File: config.mk
export PLATFORM = sky130hd
export DESIGN_NAME = mips_bus_arbiter_flat
export DESIGN_NICKNAME = d
export VERILOG_FILES = /design/src/rtl/mips_bus_arbiter_pkg.sv /design/src/rtl/mips_bus_arbiter_if.sv /design/src/rtl/mips_bus_arbiter_arb_select.sv /design/src/rtl/mips_bus_arbiter.sv /design/src/flat_wrapper.sv
export SDC_FILE = /design/constraint.sdc
export NUM_CORES = 1
export LEC_CHECK = 0
export CAP_MARGIN = 15
export CORE_MARGIN = 5
export CORE_UTILIZATION = 45
export CTS_CLUSTER_SIZE = 25
export DETAILED_ROUTE_END_ITERATION = 8
export PLACE_DENSITY = 0.92
export RECOVER_POWER = 50
export SETUP_SLACK_MARGIN = 0.3
export SLEW_MARGIN = 20
export SYNTH_ARGS = -nofsm -noshare
export SYNTH_HDL_FRONTEND = slang
export SYNTH_HIERARCHICAL = 1
export SYNTH_SLANG_ARGS = --single-unit
export TNS_END_PERCENT = 30
File: constraint.sdc
create_clock -name clk -period 10.6 [get_ports clk]
set_input_delay 2.12 -clock clk [delete_from_list [all_inputs] [get_ports clk]]
set_output_delay 2.12 -clock clk [all_outputs]
set_load 0.01 [all_outputs]
File: src/rtl/mips_bus_arbiter_pkg.sv
// mips_bus_pkg: shared types for the MIPS bus arbiter slice.
// Latency: n/a (types and constants only).
// Backpressure: n/a.
//
// Contents: FSM state enum, grant enum, full-word byte-enable constant.
package mips_bus_pkg;

  typedef enum logic [1:0] {
    ARB_IDLE = 2'd0,
    ARB_INST = 2'd1,
    ARB_DATA = 2'd2
  } arb_state_t;

  typedef enum logic {
    GRANT_I = 1'b0,
    GRANT_D = 1'b1
  } grant_t;

  // Byte enables for a full 32-bit word (instruction fetches).
  localparam logic [3:0] BE_WORD = 4'hF;

endpackage

File: src/rtl/mips_bus_arbiter_if.sv
// mips_bus_arbiter_if: bundles the fetch port, data port and Avalon master pins.
// Latency: n/a (wires only).
// Backpressure: waitrequest stalls the Avalon side; requesters hold req until ack.
//
// Modports:
//   master - the arbiter's view (drives acks, read data, Avalon command, busy)
//   slave  - the environment's view (CPU requesters plus the Avalon slave)
interface mips_bus_arbiter_if #(
  parameter int ADDR_W = 32,
  parameter int DATA_W = 32
);

  // Instruction-fetch requester
  logic              i_req;
  logic [ADDR_W-1:0] i_addr;
  logic              i_ack;
  logic [DATA_W-1:0] i_rdata;

  // Load/store requester
  logic                d_req;
  logic                d_write;
  logic [ADDR_W-1:0]   d_addr;
  logic [DATA_W-1:0]   d_wdata;
  logic [DATA_W/8-1:0] d_byteenable;
  logic                d_ack;
  logic [DATA_W-1:0]   d_rdata;

  // Avalon-MM master pins
  logic [ADDR_W-1:0]   address;
  logic                read;
  logic                write;
  logic [DATA_W-1:0]   writedata;
  logic [DATA_W/8-1:0] byteenable;
  logic                waitrequest;
  logic [DATA_W-1:0]   readdata;

  logic busy;

  modport master (
    input  i_req, i_addr,
    input  d_req, d_write, d_addr, d_wdata, d_byteenable,
    input  waitrequest, readdata,
    output i_ack, i_rdata, d_ack, d_rdata,
    output address, read, write, writedata, byteenable,
    output busy
  );

  modport slave (
    output i_req, i_addr,
    output d_req, d_write, d_addr, d_wdata, d_byteenable,
    output waitrequest, readdata,
    input  i_ack, i_rdata, d_ack, d_rdata,
    input  address, read, write, writedata, byteenable,
    input  busy
  );

endinterface

File: src/rtl/mips_bus_arbiter_arb_select.sv
// arb_select: combinational tie-breaker between fetch and data requesters.
// Latency: 0 cycles (pure combinational).
// Backpressure: none; the caller only uses grant while in IDLE.
//
// Ports: elig_i/elig_d (eligible requests), last_grant (previous winner),
//        grant_vld (some request eligible), grant (winner).
module arb_select
  import mips_bus_pkg::*;
#(
  parameter int DATA_PRIORITY = 1
) (
  input  logic   elig_i,
  input  logic   elig_d,
  input  grant_t last_grant,
  output logic   grant_vld,
  output grant_t grant
);

  always_comb begin
    grant_vld = elig_i | elig_d;
    grant     = GRANT_D;
    if (elig_i && !elig_d) begin
      grant = GRANT_I;
    end else if (elig_i && elig_d && (DATA_PRIORITY == 0) && (last_grant == GRANT_D)) begin
      // Round-robin: on a tie hand the bus to whoever did not win last time.
      grant = GRANT_I;
    end
  end

endmodule

File: src/rtl/mips_bus_arbiter.sv
// mips_bus_arbiter: shares one Avalon-MM master between fetch and load/store ports.
// Latency: request sampled cycle N, command from N+1, ack in N+2 plus one per waitrequest cycle.
// Backpressure: command held stable while waitrequest=1; requesters hold req until their ack.
//
// Ports: clk, reset (async active-high), bus (mips_bus_arbiter_if.master):
//   fetch port i_*, data port d_*, Avalon pins, busy.
module mips_bus_arbiter
  import mips_bus_pkg::*;
#(
  parameter int DATA_PRIORITY = 1,
  parameter int ADDR_W        = 32,
  parameter int DATA_W        = 32
) (
  input  logic               clk,
  input  logic               reset,
  mips_bus_arbiter_if.master bus
);

  localparam int BE_W = DATA_W / 8;
  localparam logic [BE_W-1:0] BE_FETCH = (BE_W == 4) ? BE_W'(BE_WORD) : {BE_W{1'b1}};

  arb_state_t state;
  grant_t     last_grant;

  // A requester whose ack is visible this cycle is masked, so a held request
  // is not re-granted before the other port gets a turn.
  logic   elig_i;
  logic   elig_d;
  logic   grant_vld;
  grant_t grant;

  assign elig_i = bus.i_req & ~bus.i_ack;
  assign elig_d = bus.d_req & ~bus.d_ack;

  arb_select #(
    .DATA_PRIORITY(DATA_PRIORITY)
  ) u_arb_select (
    .elig_i    (elig_i),
    .elig_d    (elig_d),
    .last_grant(last_grant),
    .grant_vld (grant_vld),
    .grant     (grant)
  );

  // Command selected from the winning port.
  logic [ADDR_W-1:0] cmd_addr;
  logic [DATA_W-1:0] cmd_wdata;
  logic [BE_W-1:0]   cmd_be;
  logic              cmd_rd;
  logic              cmd_wr;

  always_comb begin
    cmd_addr  = bus.i_addr;
    cmd_wdata = '0;
    cmd_be    = BE_FETCH;
    cmd_rd    = 1'b1;
    cmd_wr    = 1'b0;
    if (grant == GRANT_D) begin
      cmd_addr  = bus.d_addr;
      cmd_wdata = bus.d_wdata;
      cmd_be    = bus.d_byteenable;
      cmd_rd    = ~bus.d_write;
      cmd_wr    = bus.d_write;
    end
  end

  always_ff @(posedge clk or posedge reset) begin
    if (reset) begin
      state          <= ARB_IDLE;
      last_grant     <= GRANT_D;
      bus.read       <= 1'b0;
      bus.write      <= 1'b0;
      bus.i_ack      <= 1'b0;
      bus.d_ack      <= 1'b0;
      bus.busy       <= 1'b0;
      bus.address    <= '0;
      bus.writedata  <= '0;
      bus.byteenable <= '0;
      bus.i_rdata    <= '0;
      bus.d_rdata    <= '0;
    end else begin
      // Acks are single-cycle pulses.
      bus.i_ack <= 1'b0;
      bus.d_ack <= 1'b0;
      case (state)
        ARB_IDLE: begin
          if (grant_vld) begin
            bus.address    <= cmd_addr;
            bus.writedata  <= cmd_wdata;
            bus.byteenable <= cmd_be;
            bus.read       <= cmd_rd;
            bus.write      <= cmd_wr;
            bus.busy       <= 1'b1;
            last_grant     <= grant;
            state          <= (grant == GRANT_D) ? ARB_DATA : ARB_INST;
          end
        end
        ARB_INST: begin
          if (!bus.waitrequest) begin
            bus.i_rdata <= bus.readdata;
            bus.i_ack   <= 1'b1;
            bus.read    <= 1'b0;
            bus.write   <= 1'b0;
            bus.busy    <= 1'b0;
            state       <= ARB_IDLE;
          end
        end
        ARB_DATA: begin
          if (!bus.waitrequest) begin
            // Stores leave the load-data register untouched.
            if (bus.read) begin
              bus.d_rdata <= bus.readdata;
            end
            bus.d_ack <= 1'b1;
            bus.read  <= 1'b0;
            bus.write <= 1'b0;
            bus.busy  <= 1'b0;
            state     <= ARB_IDLE;
          end
        end
        default: begin
          state     <= ARB_IDLE;
          bus.read  <= 1'b0;
          bus.write <= 1'b0;
          bus.busy  <= 1'b0;
        end
      endcase
    end
  end

endmodule
File: src/flat_wrapper.sv
// flat-port wrapper written by rule: the top's interface ports become plain ports
module mips_bus_arbiter_flat import mips_bus_pkg::*;
#(
  parameter int DATA_PRIORITY = 1,
  parameter int ADDR_W        = 32,
  parameter int DATA_W        = 32
)
  (clk, reset, bus_i_req, bus_i_addr, bus_d_req, bus_d_write, bus_d_addr, bus_d_wdata, bus_d_byteenable, bus_waitrequest, bus_readdata, bus_i_ack, bus_i_rdata, bus_d_ack, bus_d_rdata, bus_address, bus_read, bus_write, bus_writedata, bus_byteenable, bus_busy);
  mips_bus_arbiter_if #(.ADDR_W(ADDR_W), .DATA_W(DATA_W)) bus_i ();
  input  logic clk;
  input  logic reset;
  input wire logic [$bits(bus_i.i_req)-1:0] bus_i_req;
  input wire logic [$bits(bus_i.i_addr)-1:0] bus_i_addr;
  input wire logic [$bits(bus_i.d_req)-1:0] bus_d_req;
  input wire logic [$bits(bus_i.d_write)-1:0] bus_d_write;
  input wire logic [$bits(bus_i.d_addr)-1:0] bus_d_addr;
  input wire logic [$bits(bus_i.d_wdata)-1:0] bus_d_wdata;
  input wire logic [$bits(bus_i.d_byteenable)-1:0] bus_d_byteenable;
  input wire logic [$bits(bus_i.waitrequest)-1:0] bus_waitrequest;
  input wire logic [$bits(bus_i.readdata)-1:0] bus_readdata;
  output wire logic [$bits(bus_i.i_ack)-1:0] bus_i_ack;
  output wire logic [$bits(bus_i.i_rdata)-1:0] bus_i_rdata;
  output wire logic [$bits(bus_i.d_ack)-1:0] bus_d_ack;
  output wire logic [$bits(bus_i.d_rdata)-1:0] bus_d_rdata;
  output wire logic [$bits(bus_i.address)-1:0] bus_address;
  output wire logic [$bits(bus_i.read)-1:0] bus_read;
  output wire logic [$bits(bus_i.write)-1:0] bus_write;
  output wire logic [$bits(bus_i.writedata)-1:0] bus_writedata;
  output wire logic [$bits(bus_i.byteenable)-1:0] bus_byteenable;
  output wire logic [$bits(bus_i.busy)-1:0] bus_busy;
  assign bus_i.i_req = bus_i_req;
  assign bus_i.i_addr = bus_i_addr;
  assign bus_i.d_req = bus_d_req;
  assign bus_i.d_write = bus_d_write;
  assign bus_i.d_addr = bus_d_addr;
  assign bus_i.d_wdata = bus_d_wdata;
  assign bus_i.d_byteenable = bus_d_byteenable;
  assign bus_i.waitrequest = bus_waitrequest;
  assign bus_i.readdata = bus_readdata;
  assign bus_i_ack = bus_i.i_ack;
  assign bus_i_rdata = bus_i.i_rdata;
  assign bus_d_ack = bus_i.d_ack;
  assign bus_d_rdata = bus_i.d_rdata;
  assign bus_address = bus_i.address;
  assign bus_read = bus_i.read;
  assign bus_write = bus_i.write;
  assign bus_writedata = bus_i.writedata;
  assign bus_byteenable = bus_i.byteenable;
  assign bus_busy = bus_i.busy;
  mips_bus_arbiter #(.DATA_PRIORITY(DATA_PRIORITY), .ADDR_W(ADDR_W), .DATA_W(DATA_W)) u_core (.clk(clk), .reset(reset), .bus(bus_i));
endmodule
==> results of run 1 <==
==> flip-flops by register name (all words and copies together), names as in the netlist <==
name,flops
u_core/bus.writedata,32
u_core/bus.address,32
u_core/bus.byteenable,4
u_core/bus.d_ack,1
u_core/bus.i_ack,1
u_core/bus.busy,1
u_core/bus.write,1
u_core/state,2
u_core/bus.i_rdata,32
u_core/bus.read,1
u_core/bus.d_rdata,32
==> layout make-up <==
| type | count | area share [%] |
|---|---|---|
| repair buffers | 277 | 30.7 |
| flip-flops and latches | 139 | 38.7 |
| inverters | 9 | 0.389 |
| clock inverters | 15 | 1.14 |
| clock buffers | 17 | 4.73 |
| multi-input cells | 289 | 21.9 |
| well taps | 176 | 2.45 |
==> metal layers <==
layer | vias to the layer above | part of all wire (%) | GRT usage, % | wire (um)
li1 | 2106 | - | - | -
met1 | 2235 | 40 | 26.7 | 6730
met2 | 197 | 52 | 38.1 | 8810
met3 | 23 | 6.4 | 6.82 | 1090
met4 | 0 | 1.7 | 7.29 | 282
met5 | - | 0 | 0 | 0
==> critical path, cell delays in order <==
cell           delay (ns)
dlygate4sd3_1        0.55
clkinvlp_2           1.56
buf_4                0.96
==> worst max path at each step <==
stage	slack [ns]	end	start	cells after the start
floorplan	4.76	u_core/bus.address[0]$_DFFE_PP0P_	reset	1
global placement	6.46	u_core/bus.write$_DFFE_PP0P_	bus_i_req	5
detailed placement	6.41	u_core/bus.address[24]$_DFFE_PP0P_	bus_i_req	6
CTS	6.80	u_core/bus.read$_DFFE_PP0P_	bus_d_req	5
global route	5.08	u_core/bus.d_rdata[3]$_DFFE_PP0P_	reset	3
finish	5.72	u_core/bus.d_rdata[11]$_DFFE_PP0P_	reset	3
==> per-stage QoR <==
stage               hold WS (ns)  power (mW)
global route               0.494        2.71
global placement           0.450        2.16
CTS                        0.472        2.76
finish                     0.463        2.56
floorplan                  0.505        1.53
detailed placement         0.459        2.22
==> power by group <==
group	internal (mW)	switching (mW)	total [mW]
clock	0.297	0.228	0.526
sequential	0.788	0.146	0.934
combinational	0.582	0.514	1.10
total	1.67	0.888	2.56
==> run summary, run 1 <==
outcome: finished, violations left
violated checks: capacitance limit, slew limit
worst-skew pair later-pin latency: 0.41 ns
area growth from synthesis to layout: 52.0%
Cell Area, Synth: 0.00592 mm^2
first-pass GRT wire length: 27,300 um
Worst R2R Start: u_core/state[0]$_DFFE_PP0P_
maximum vdd drop: 149 uV
H-tree level count: 4
FF-to-FF path depth: 5
Max clock buf depth: 2
initial antenna violation count: 0
final core utilization: 68.7%
DR DRC count: 0
total gr overflow: 0
number of setup buffers added after CTS: 0
worst setup margin: 5.72 ns
via count: 4,561
WHS Endpoint: u_core/bus.writedata[26]$_DFFE_PP0P_
clock skew: 0.00595 ns
Placement Setup Slack: 6.41 ns
hold depth: 2
flop2flop setup slack: 7.88 ns
largest net degree at the start of global routing: 97
Hold Vio Cnt, Final: 0
dpl cells: 890
cts repair resizes: 0
Routed Antenna Nets: 0
row count: 42
hold buffer count at cts: 0
Fillers: 929
commonest non-fill, non-tap cells in the layout: clkdlybuf4s50_1 (193), dfrtp_1 (139), nand2_1 (98)
Mapped Cells: 467
die width: 125 um
FMAX: 205 MHz
endpoints failing setup: 0
CTS buffer count: 17
register area: 0.00348 mm^2
commonest non-fill, non-tap cell in the layout: clkdlybuf4s50_1
setup_tns: 0 ns
critical path peak fanout: 78
Static Leak: 4.18 nW
worst slew pin tran: 2.76 ns
Tmin final: 4.88 ns
Max-cap violations: 3
syn nets: 609
Starting Density: 45.2%
GRT Total Usage: 22.2%
routed vias/inst: 4.95
chip height: 125 um
Die Footprint: 0.0155 mm^2
crit start category: primary input
CP required: 11.00 ns
Slew Limit Fails: 130
min-delay src: u_core/bus.writedata[26]$_DFFE_PP0P_
Yosys Warn Count: 6
Diodes inserted: 0
Worst Hold Class: reg -> reg
CTS tree: built
core area: 0.0131 mm^2
syn_area_per_cell: 12.7 um^2
crit path kind: in -> async
dpl cell area: 0.00871 mm^2
period utilisation layout: 46.1%
drt first pass iters: 4
Root Buffer: clkbuf_16
CTS Sinks: 139
non-filler cells, final: 922
DR iter-0 viols: 249
Final Cell Area: 0.00899 mm^2
final wirelength: 16,900 um
# IOs: 275
final RePlAce weighted congestion: 0.805
area occupied by multi-input gates: 0.00197 mm^2
power per cell area: 284 mW/mm^2
Worst-path clk slew: 0.06 ns
fin nets: 875
PortBufs: 274
routed len/inst: 18.3 um
vias in the first global route: 4,894
Final HPWL DP: 12,700 um
RSZ-0062 raised after global routing: false
RR Endpoint: u_core/bus.d_rdata[13]$_DFFE_PP0P_
critical path arrival: 5.28 ns
crit path capture type: asynchronous set/reset pin
layout cells sized above 1: 6.30%
Slew Limit Headroom: -85.3%
(Power assumes the default switching activity.)
==> inputs of run 2 (changes only) <==
Settings changed: CORE_UTILIZATION 45 to 42, PLACE_DENSITY 0.92 to 0.87.
Clock period 10.6 ns to 4.9 ns, I/O delays scaled along.
==> run 2 against run 1 <==
  * The flow still finishes with violations (capacitance limit, slew limit)
  * First-iteration DRC count decreased by 6.4%
  * Global-route usage shrank 2.6 points
  * Final area grew 1.4%
  * Clock skew is 0.00084 ns higher
  * Power is 130% higher
  * Critical path depth did not move
  * Critical path type unchanged
  * Die area grew 6.6%
==> run summary, run 2 (synthesis results as in run 1) <==
Worst Hold Slack: 0.470 ns (+0.00696 ns)
RR Endpoint: u_core/bus.d_rdata[13]$_DFFE_PP0P_
vias in the first global route: 4,889 (-0.10%)
hold depth: 2 (unchanged)
dpl cells: 895 (+0.56%)
crit path capture type: asynchronous set/reset pin
CP top delay family: buffers and inverters
Final HPWL DP: 12,000 um (-5.7%)
RSZ-0062 raised after global routing: false
DR DRC count: 0 (unchanged)
Starting Density: 42.8% (-2.4 points)
critical path peak fanout: 87 (+12%)
# IOs: 275 (unchanged)
CP required: 4.98 ns (-6.02 ns)
CP max stage cell: clkbuf_2
routed vias/inst: 4.87 (-1.5%)
violated checks: capacitance limit, slew limit
non-filler cells, final: 926 (+0.43%)
drt first pass iters: 5 (+1)
commonest non-fill, non-tap cells in the layout: clkdlybuf4s50_1 (270), dfrtp_1 (139), nand2_1 (98)
worst slew pin tran: 2.14 ns (-0.620 ns)
dpl cell area: 0.00873 mm^2 (+0.13%)
FF-to-FF path depth: 5 (unchanged)
met3 wire len: 1480 um (+36%)
worst setup margin: 1.76 ns (-3.96 ns)
period utilisation layout: 64.1%
Root Buffer: clkbuf_16
layout cells sized above 1: 6.43% (+0.13 points)
Worst-path clk slew: 0.06 ns (about the same)
FMAX: 318 MHz
Hold Vio Cnt, Final: 0 (unchanged)
H-tree level count: 4 (unchanged)
outcome: finished, violations left
first-pass GRT wire length: 25,400 um (-7.2%)
Worst R2R Start: u_core/state[0]$_DFFE_PP0P_
setup_tns: 0 ns (unchanged)
final RePlAce weighted congestion: 0.853 (+6.0%)
Worst Hold Class: reg -> reg
crit start category: primary input
Slew Limit Headroom: -42.9% (+42 points)
endpoints failing setup: 0 (unchanged)
Power, Total: 5.86 mW (+130%)
CP cell instances: dlygate4sd3_1 -> clkinvlp_4 -> clkbuf_2
CTS buffer count: 17 (unchanged)
metal2 WL: 8120 um (-7.8%)
flop2flop setup slack: 2.44 ns (-5.44 ns)
top sig layer: met4
hold buffer count at cts: 0 (unchanged)
CTS tree: built
DR iter-0 viols: 233 (-6.4%)
crit-path max cell delay: 1.48 ns (-0.08 ns)
total gr overflow: 0 (unchanged)
PortBufs: 274 (unchanged)
Tmin final: 3.14 ns
Static Leak: 4.16 nW (-0.47%)
via count: 4,510 (-1.1%)
final wirelength: 16,000 um (-5.3%)
row count: 43 (+2.4%)
Routed Antenna Nets: 0 (unchanged)
routed len/inst: 17.3 um (-5.7%)
area growth from synthesis to layout: 54.1%
Buf/Inv on CP: 3 (unchanged)
Die Footprint: 0.0166 mm^2 (+6.6%)
Slew Limit Fails: 122 (-6.2%)
number of setup buffers added after CTS: 0 (unchanged)
WHS Endpoint: u_core/bus.writedata[30]$_DFFE_PP0P_
Diodes inserted: 0 (unchanged)
Placement Setup Slack: 1.55 ns (-4.86 ns)
CTS Sinks: 139 (unchanged)
GRT Total Usage: 19.6% (-2.6 points)
cts repair resizes: 0 (unchanged)
initial antenna violation count: 0 (unchanged)
Max clock buf depth: 2 (unchanged)
commonest non-fill, non-tap cell in the layout: clkdlybuf4s50_1
final core utilization: 66.0% (-2.8 points)
wl on met1: 5960 um (-11%)
die width: 129 um (+3.2%)
largest net degree at the start of global routing: 88 (-9.3%)
chip height: 129 um (+3.2%)
fin nets: 876 (+0.11%)
crit path kind: in -> async
min-delay src: u_core/bus.writedata[30]$_DFFE_PP0P_
maximum vdd drop: 349 uV (+130%)
worst-skew pair later-pin latency: 0.41 ns (about the same)
clock skew: 0.00679 ns (+0.000840 ns)
core area: 0.0138 mm^2 (+5.7%)
critical path arrival: 3.22 ns (-2.06 ns)
power per cell area: 642 mW/mm^2 (+130%)
Max-cap violations: 2 (-1)
Final Cell Area: 0.00912 mm^2 (+1.4%)
run 2: cell count changes in the layout (fill, tap and decap cells not counted), sizes merged:
cell,before,now
clkbuf,17,21
clkinvlp,6,3
clkinv,8,5
inv,10,8
clkdlybuf4s50,193,270
dlygate4sd3,81,4
bufinv,0,4
run 2: layout make-up:
| cell class | instances | area (um^2) |
|---|---|---|
| Clock buffer | 20 | 467 |
| Timing Repair Buffer | 278 | 2770 |
| Tap cell | 180 | 225 |
| Inverter | 9 | 37.5 |
| Sequential cell | 139 | 3480 |
| Multi-Input combinational cell | 289 | 1980 |
| Fill cell | 1002 | 4710 |
| Clock inverter | 11 | 168 |
run 2: where the power goes:
group | leakage [nW] | internal [mW] | switching, mW
combinational | 2.15 | 1.38 | 1.10
sequential | 1.70 | 1.71 | 0.320
clock | 0.308 | 0.888 | 0.466
total | 4.16 | 3.97 | 1.89
run 2: worst max path at each step:
stage / start / to / slack, ns / cells after the start
6_report: reset / u_core/bus.i_rdata[22]$_DFFE_PP0P_ / 1.76 / 3
5_1_grt: reset / u_core/bus.byteenable[1]$_DFFE_PP0P_ / 1.31 / 3
4_1_cts: bus_i_req / u_core/bus.address[5]$_DFFE_PP0P_ / 1.99 / 6
3_5_place_dp: bus_i_req / u_core/bus.address[12]$_DFFE_PP0P_ / 1.55 / 6
3_3_place_gp: bus_i_req / u_core/bus.address[17]$_DFFE_PP0P_ / 1.65 / 6
2_1_floorplan: reset / u_core/bus.address[0]$_DFFE_PP0P_ / 2.18 / 1
run 2: worst min-delay path, cell delays in order, from the launching register on:
cell	delay [ns]
dfrtp_1	0.34
nand2_1	0.05
nand2_1	0.05
run 2: layer usage:
metal / track usage (%) / up-vias
met2: 33.5 / 217
met1: 22.3 / 2155
met4: 8.40 / 0
li1: - / 2104
met5: 0 / -
met3: 6.81 / 34
==> patch 1, RTL diff (settings of run 2) <==
`DATA_W` is set to 32 in 3 places; all go to 40.
--- a/src/rtl/mips_bus_arbiter_if.sv
+++ b/src/rtl/mips_bus_arbiter_if.sv
@@ -7,7 +7,7 @@
 //   slave  - the environment's view (CPU requesters plus the Avalon slave)
 interface mips_bus_arbiter_if #(
   parameter int ADDR_W = 32,
-  parameter int DATA_W = 32
+  parameter int DATA_W = 40
 );
 
   // Instruction-fetch requester
--- a/src/rtl/mips_bus_arbiter.sv
+++ b/src/rtl/mips_bus_arbiter.sv
@@ -9,7 +9,7 @@
 #(
   parameter int DATA_PRIORITY = 1,
   parameter int ADDR_W        = 32,
-  parameter int DATA_W        = 32
+  parameter int DATA_W        = 40
 ) (
   input  logic               clk,
   input  logic               reset,
--- a/src/flat_wrapper.sv
+++ b/src/flat_wrapper.sv
@@ -3,7 +3,7 @@
 #(
   parameter int DATA_PRIORITY = 1,
   parameter int ADDR_W        = 32,
-  parameter int DATA_W        = 32
+  parameter int DATA_W        = 40
 )
   (clk, reset, bus_i_req, bus_i_addr, bus_d_req, bus_d_write, bus_d_addr, bus_d_wdata, bus_d_byteenable, bus_waitrequest, bus_readdata, bus_i_ack, bus_i_rdata, bus_d_ack, bus_d_rdata, bus_address, bus_read, bus_write, bus_writedata, bus_byteenable, bus_busy);
   mips_bus_arbiter_if #(.ADDR_W(ADDR_W), .DATA_W(DATA_W)) bus_i ();
Interface: changed (7 resized); port bits go from 275 to 317. The function was not compared with the original's and may differ.
==> patch 1 against run 2 <==
- the run still ends with max-capacitance violations, max-slew violations left
- sequential share of layout area rose by 1.2 points
- combinational power rose by 18%
- sequential cell count is 25 higher
- cell area up 14%
- via count increased by 14%
- clock skew grew 0.59 ps
- routed wire length rose by 17%
- power is 11% higher
- synthesized area up 12%
- core utilization grew 2.2 points
- worst setup slack worse by 220 ps
- synthesized cell count rose by 16%
- critical path type is now in -> reg
- critical endpoint is now u_core/bus.i_rdata[2]
- largest power group unchanged
==> patch 1: results (changes against run 2) <==
| Metric | Value |
|---|---|
| Max transition margin | -44.2% (-1.3 points) |
| Pre-antenna DRT Iters | 4 (-1) |
| Resized cells post-CTS | 0 (unchanged) |
| Synth Instances | 540 (+16%) |
| Met3 Usage GRT | 7.80% (+0.99 points) |
| Post-DP HPWL | 13800 um (+16%) |
| Vias in the first global route | 5226 (+6.9%) |
| CTS clk-pin slew, worst paths | 60 ps (about the same) |
| Syn Nets | 699 (+15%) |
| Post-CTS Setup Bufs | 0 (unchanged) |
| Clock root buffer | clkbuf_16 |
| Worst Skew | 7.39 ps (+0.594 ps) |
| # diodes | 0 (unchanged) |
| Final Max Slew Viols | 82 (-33%) |
| Clk_lat worst skew | between 400 and 500 ps |
| Leak | 4.78 nW (+15%) |
| Hold Crit Class | reg -> reg |
| Worst vdd ir | 313 uV (-10%) |
| CP Max Fanout | 41 (-53%) |
| Max cap viols | 2 (unchanged) |
| Met1 usage | 22.3% (+0.025 points) |
| Layout cells sized above 1 | 13.8% (+7.4 points) |
| Drt via density | 4.84 (-0.61%) |
| Yosys warning count | 6 (unchanged) |
| Max incr delay on CP | 1610 ps (+130 ps) |
| Initial antenna violation count | 0 (unchanged) |
| Cell family with most CP delay | simple AND/OR/NAND/NOR gates |
| GRT Total Usage | 20.3% (+0.70 points) |
| Biggest regs | u_core/bus.d_rdata: 40 flops, u_core/bus.i_rdata: 40 flops, u_core/bus.writedata: 40 flops |
| Largest net degree at the start of global routing | 105 (+19%) |
| Routed WL per cell | 17.5 um (+1.4%) |
| Max Buffers Root-to-Sink | 2 (unchanged) |
| Fin nets | 1001 (+14%) |
| Failing checks | max-capacitance violations, max-slew violations |
| Sw frac | 33.3% (+1.1 points) |
| Critical path arrival | 3650 ps (+430 ps) |
| Iter 0 DRT Violations | 145 (-38%) |
| First-pass GRT wire length | 28700 um (+13%) |
| Final GP Congestion | 0.766 (-10%) |
| H-tree Lvls | 4 (unchanged) |
| Status | finished with violations |
| Critical path's slowest cell | nand2b_1 |
| WL final | 18700 um (+17%) |
| Final ANT Viol Nets | 0 (unchanged) |
| Port Buffer Count | 316 (+15%) |
| CTS Buf Count | 17 (unchanged) |
| GR Layer Usage met2 | 36.2% (+2.7 points) |
patch 1: power by group through the flow:
stage | logic [mW] | registers, mW | clock network, mW
3_3_place_gp | 2.96 | 2.32 | 0
3_5_place_dp | 3.02 | 2.36 | 0
5_1_grt | 3.14 | 2.42 | 1.37
6_report | 2.92 | 2.33 | 1.27
2_1_floorplan | 1.02 | 2.64 | 0
4_1_cts | 3.03 | 2.34 | 1.32
patch 1: final cells by class:
type / instances / area, um2
fill: 1144 / 4880
sequential: 164 / 4100
timing repair buffer: 318 / 3200
multi-input combinational: 331 / 2260
clock buffer: 18 / 439
tap: 211 / 264
clock inverter: 14 / 126
inverter: 10 / 38.8
patch 1: worst register-to-register path, stage by stage (launching register included):
cell,delay [ps]
dfrtp_1,370
inv_1,100
ha_1,190
nand2b_1,1470
mux2_2,480
patch 1: final timing paths:
| path | from | endpoint | slack, ps | cells past startpoint |
|---|---|---|---|---|
| worst max-delay path | bus_waitrequest | u_core/bus.i_rdata[2] | 1540 | 3 |
| worst min-delay path | u_core/bus.writedata[37] | u_core/bus.writedata[37] | 460 | 2 |
| worst max register to register | u_core/state[1] | u_core/bus.i_rdata[2] | 2180 | 4 |
| worst min register to register | u_core/bus.writedata[37] | u_core/bus.writedata[37] | 460 | 2 |
| max in group asynchronous | reset | u_core/bus.i_rdata[16] | 2370 | 3 |
| min in group asynchronous | reset | u_core/bus.address[10] | 1510 | 2 |
patch 1: through the flow:
stage | power [mW] | hold WS [ps] | setup WS [ps] | cell area [um2]
2_1_floorplan | 3.67 | 505 | 1840 | 6620
3_3_place_gp | 5.28 | 449 | 1770 | 9880
3_5_place_dp | 5.38 | 455 | 1710 | 9880
4_1_cts | 6.69 | 469 | 2170 | 10500
5_1_grt | 6.94 | 474 | 1380 | 10400
6_report | 6.53 | 461 | 1540 | 10400
patch 1: layer usage:
layer,part of all wire [%],vias up
li1,-,2431
met1,36,2470
met2,52,238
met3,10,21
met4,1.3,0
met5,0,-
==> patch 2, RTL diff (flow settings as in run 2) <==
Made on the original files. Encoding of `arb_state_t`: now one-hot (3 bits for 3 states).
--- a/src/rtl/mips_bus_arbiter_pkg.sv
+++ b/src/rtl/mips_bus_arbiter_pkg.sv
@@ -5,10 +5,10 @@
 // Contents: FSM state enum, grant enum, full-word byte-enable constant.
 package mips_bus_pkg;
 
-  typedef enum logic [1:0] {
-    ARB_IDLE = 2'd0,
-    ARB_INST = 2'd1,
-    ARB_DATA = 2'd2
+  typedef enum logic [2:0] {
+    ARB_IDLE = 3'b001,
+    ARB_INST = 3'b010,
+    ARB_DATA = 3'b100
   } arb_state_t;
 
   typedef enum logic {
Behaviour: no difference found for any inputs over 4 cycles, from zero or initial values and one cycle with reset high; so few cycles prove little.
==> patch 2 against run 2 <==
- sequential cell count is 1 higher
- fmax is 11% lower
- count of clock-buffer cells in the layout is 2 higher
- die area is 1.2% higher
- core utilization is 1.7 points higher
- worst setup slack worse by 380 ps
- worst hold slack worse by 7.5 ps
- global-route usage is 0.063 points higher
- synthesized area is 1.3% higher
- cell area is 3.3% higher
- power is 3.3% lower
- routed wire length is 3.6% higher
- the flow still finishes with violations (max-capacitance violations, max-slew violations)
==> patch 2: results (changes against run 2) <==
| Metric | Value |
|---|---|
| Fin nets | 878 (+0.23%) |
| Clock root buffer | clkbuf_16 |
| First-pass GRT wire length | 25500 um (+0.73%) |
| Hold path start | u_core/bus.writedata[1] |
| Pre-antenna DRT Iters | 4 (-1) |
| Post-DP HPWL | 12000 um (+0.51%) |
| CP Max Fanout | 33 (-62%) |
| Placed cell areas | 8820 um2 (+1.1%) |
| Final Max Slew Viols | 34 (-72%) |
| Syn Nets | 615 (+0.99%) |
| Hold Path Depth | 2 (unchanged) |
| Int Pwr | 3.88 mW (-2.3%) |
| Layout cells sized above 1 | 14.4% (+7.9 points) |
| Leak | 4.50 nW (+8.2%) |
| GRT Total Usage | 19.7% (+0.063 points) |
| Max cap viols | 1 (-1) |
| Fillers | 986 (-1.6%) |
| Critical path arrival | 3810 ps (+590 ps) |
| WL final | 16600 um (+3.6%) |
| Reg2reg path depth | 3 (-2) |
| Drt via density | 4.92 (+0.94%) |
| Largest net degree at the start of global routing | 141 (+60%) |
| Initial antenna violation count | 1 (+1) |
| WHS Endpoint | u_core/bus.writedata[1] |
| Failing checks | max-capacitance violations, max-slew violations |
| Post-CTS Setup Bufs | 0 (unchanged) |
| CTS clk-pin slew, worst paths | 60 ps (about the same) |
| Final GP Congestion | 0.755 (-12%) |
| Worst-margin pin slew | 2250 ps (+106 ps) |
| Yosys warning count | 6 (unchanged) |
| Critical R2R Launch | u_core/state[1] |
| Pre-CTS WS | 1610 ps (+59.9 ps) |
| H-tree Lvls | 4 (unchanged) |
| Port Buffer Count | 274 (unchanged) |
| Status | finished with violations |
| FF-to-FF End | u_core/bus.i_rdata[25] |
| Clk network pwr share | 23.4% (+0.3 points) |
| Iter 0 DRT Violations | 157 (-33%) |
| Worst Skew | 9.76 ps (+2.97 ps) |
| Resized cells post-CTS | 0 (unchanged) |
| Vias in the first global route | 4904 (+0.31%) |
| Worst vdd ir | 337 uV (-3.4%) |
[patch 2: cell type report]
cell class | count | area share, %
Sequential cell | 140 | 37.2
Timing Repair Buffer | 277 | 29.5
Multi-Input combinational cell | 298 | 24.1
Clock buffer | 22 | 5.14
Tap cell | 180 | 2.39
Clock inverter | 9 | 1.42
Inverter | 6 | 0.279
Antenna cell | 1 | 0.0265
[patch 2: critical path: stages]
cell and delay, ps:
dlygate4sd3_1 650, nor2_2 1710, mux2_2 460
[patch 2: worst max-delay path by stage]
stage | startpoint | slack (ps) | endpoint | depth (start not counted)
2_1_floorplan | reset | 2170 | u_core/bus.address[0] | 1
3_3_place_gp | bus_waitrequest | 1680 | u_core/bus.d_rdata[6] | 4
3_5_place_dp | bus_i_req | 1610 | u_core/bus.write | 7
4_1_cts | bus_i_req | 2050 | u_core/bus.write | 7
5_1_grt | bus_waitrequest | 1230 | u_core/bus.i_rdata[25] | 3
6_report | bus_waitrequest | 1380 | u_core/bus.i_rdata[25] | 3
[patch 2: metrics by stage]
| stage | std cells | utilization (%) | hold slack, ps |
|---|---|---|---|
| 2_1_floorplan | 477 | - | 507 |
| 3_3_place_gp | 901 | 63.3 | 448 |
| 3_5_place_dp | 901 | 63.3 | 456 |
| 4_1_cts | 932 | 67.7 | 469 |
| 5_1_grt | 932 | 67.6 | 487 |
| 6_report | 933 | 67.6 | 462 |
[patch 2: power by group through the flow]
stage,combinational (mW),sequential (mW),clock (mW)
final,2.35,1.99,1.32
after global routing,2.53,2.06,1.41
after CTS,2.48,2.00,1.36
after detailed placement,2.48,2.00,0
after global placement,2.40,1.98,0
after floorplan,0.905,2.19,0
[patch 2: per-layer routing]
metal | routed length (um) | track usage, %
met2 | 8480 | 34.1
met5 | 0 | 0
met1 | 6110 | 21.5
met3 | 1480 | 7.75
met4 | 510 | 8.31
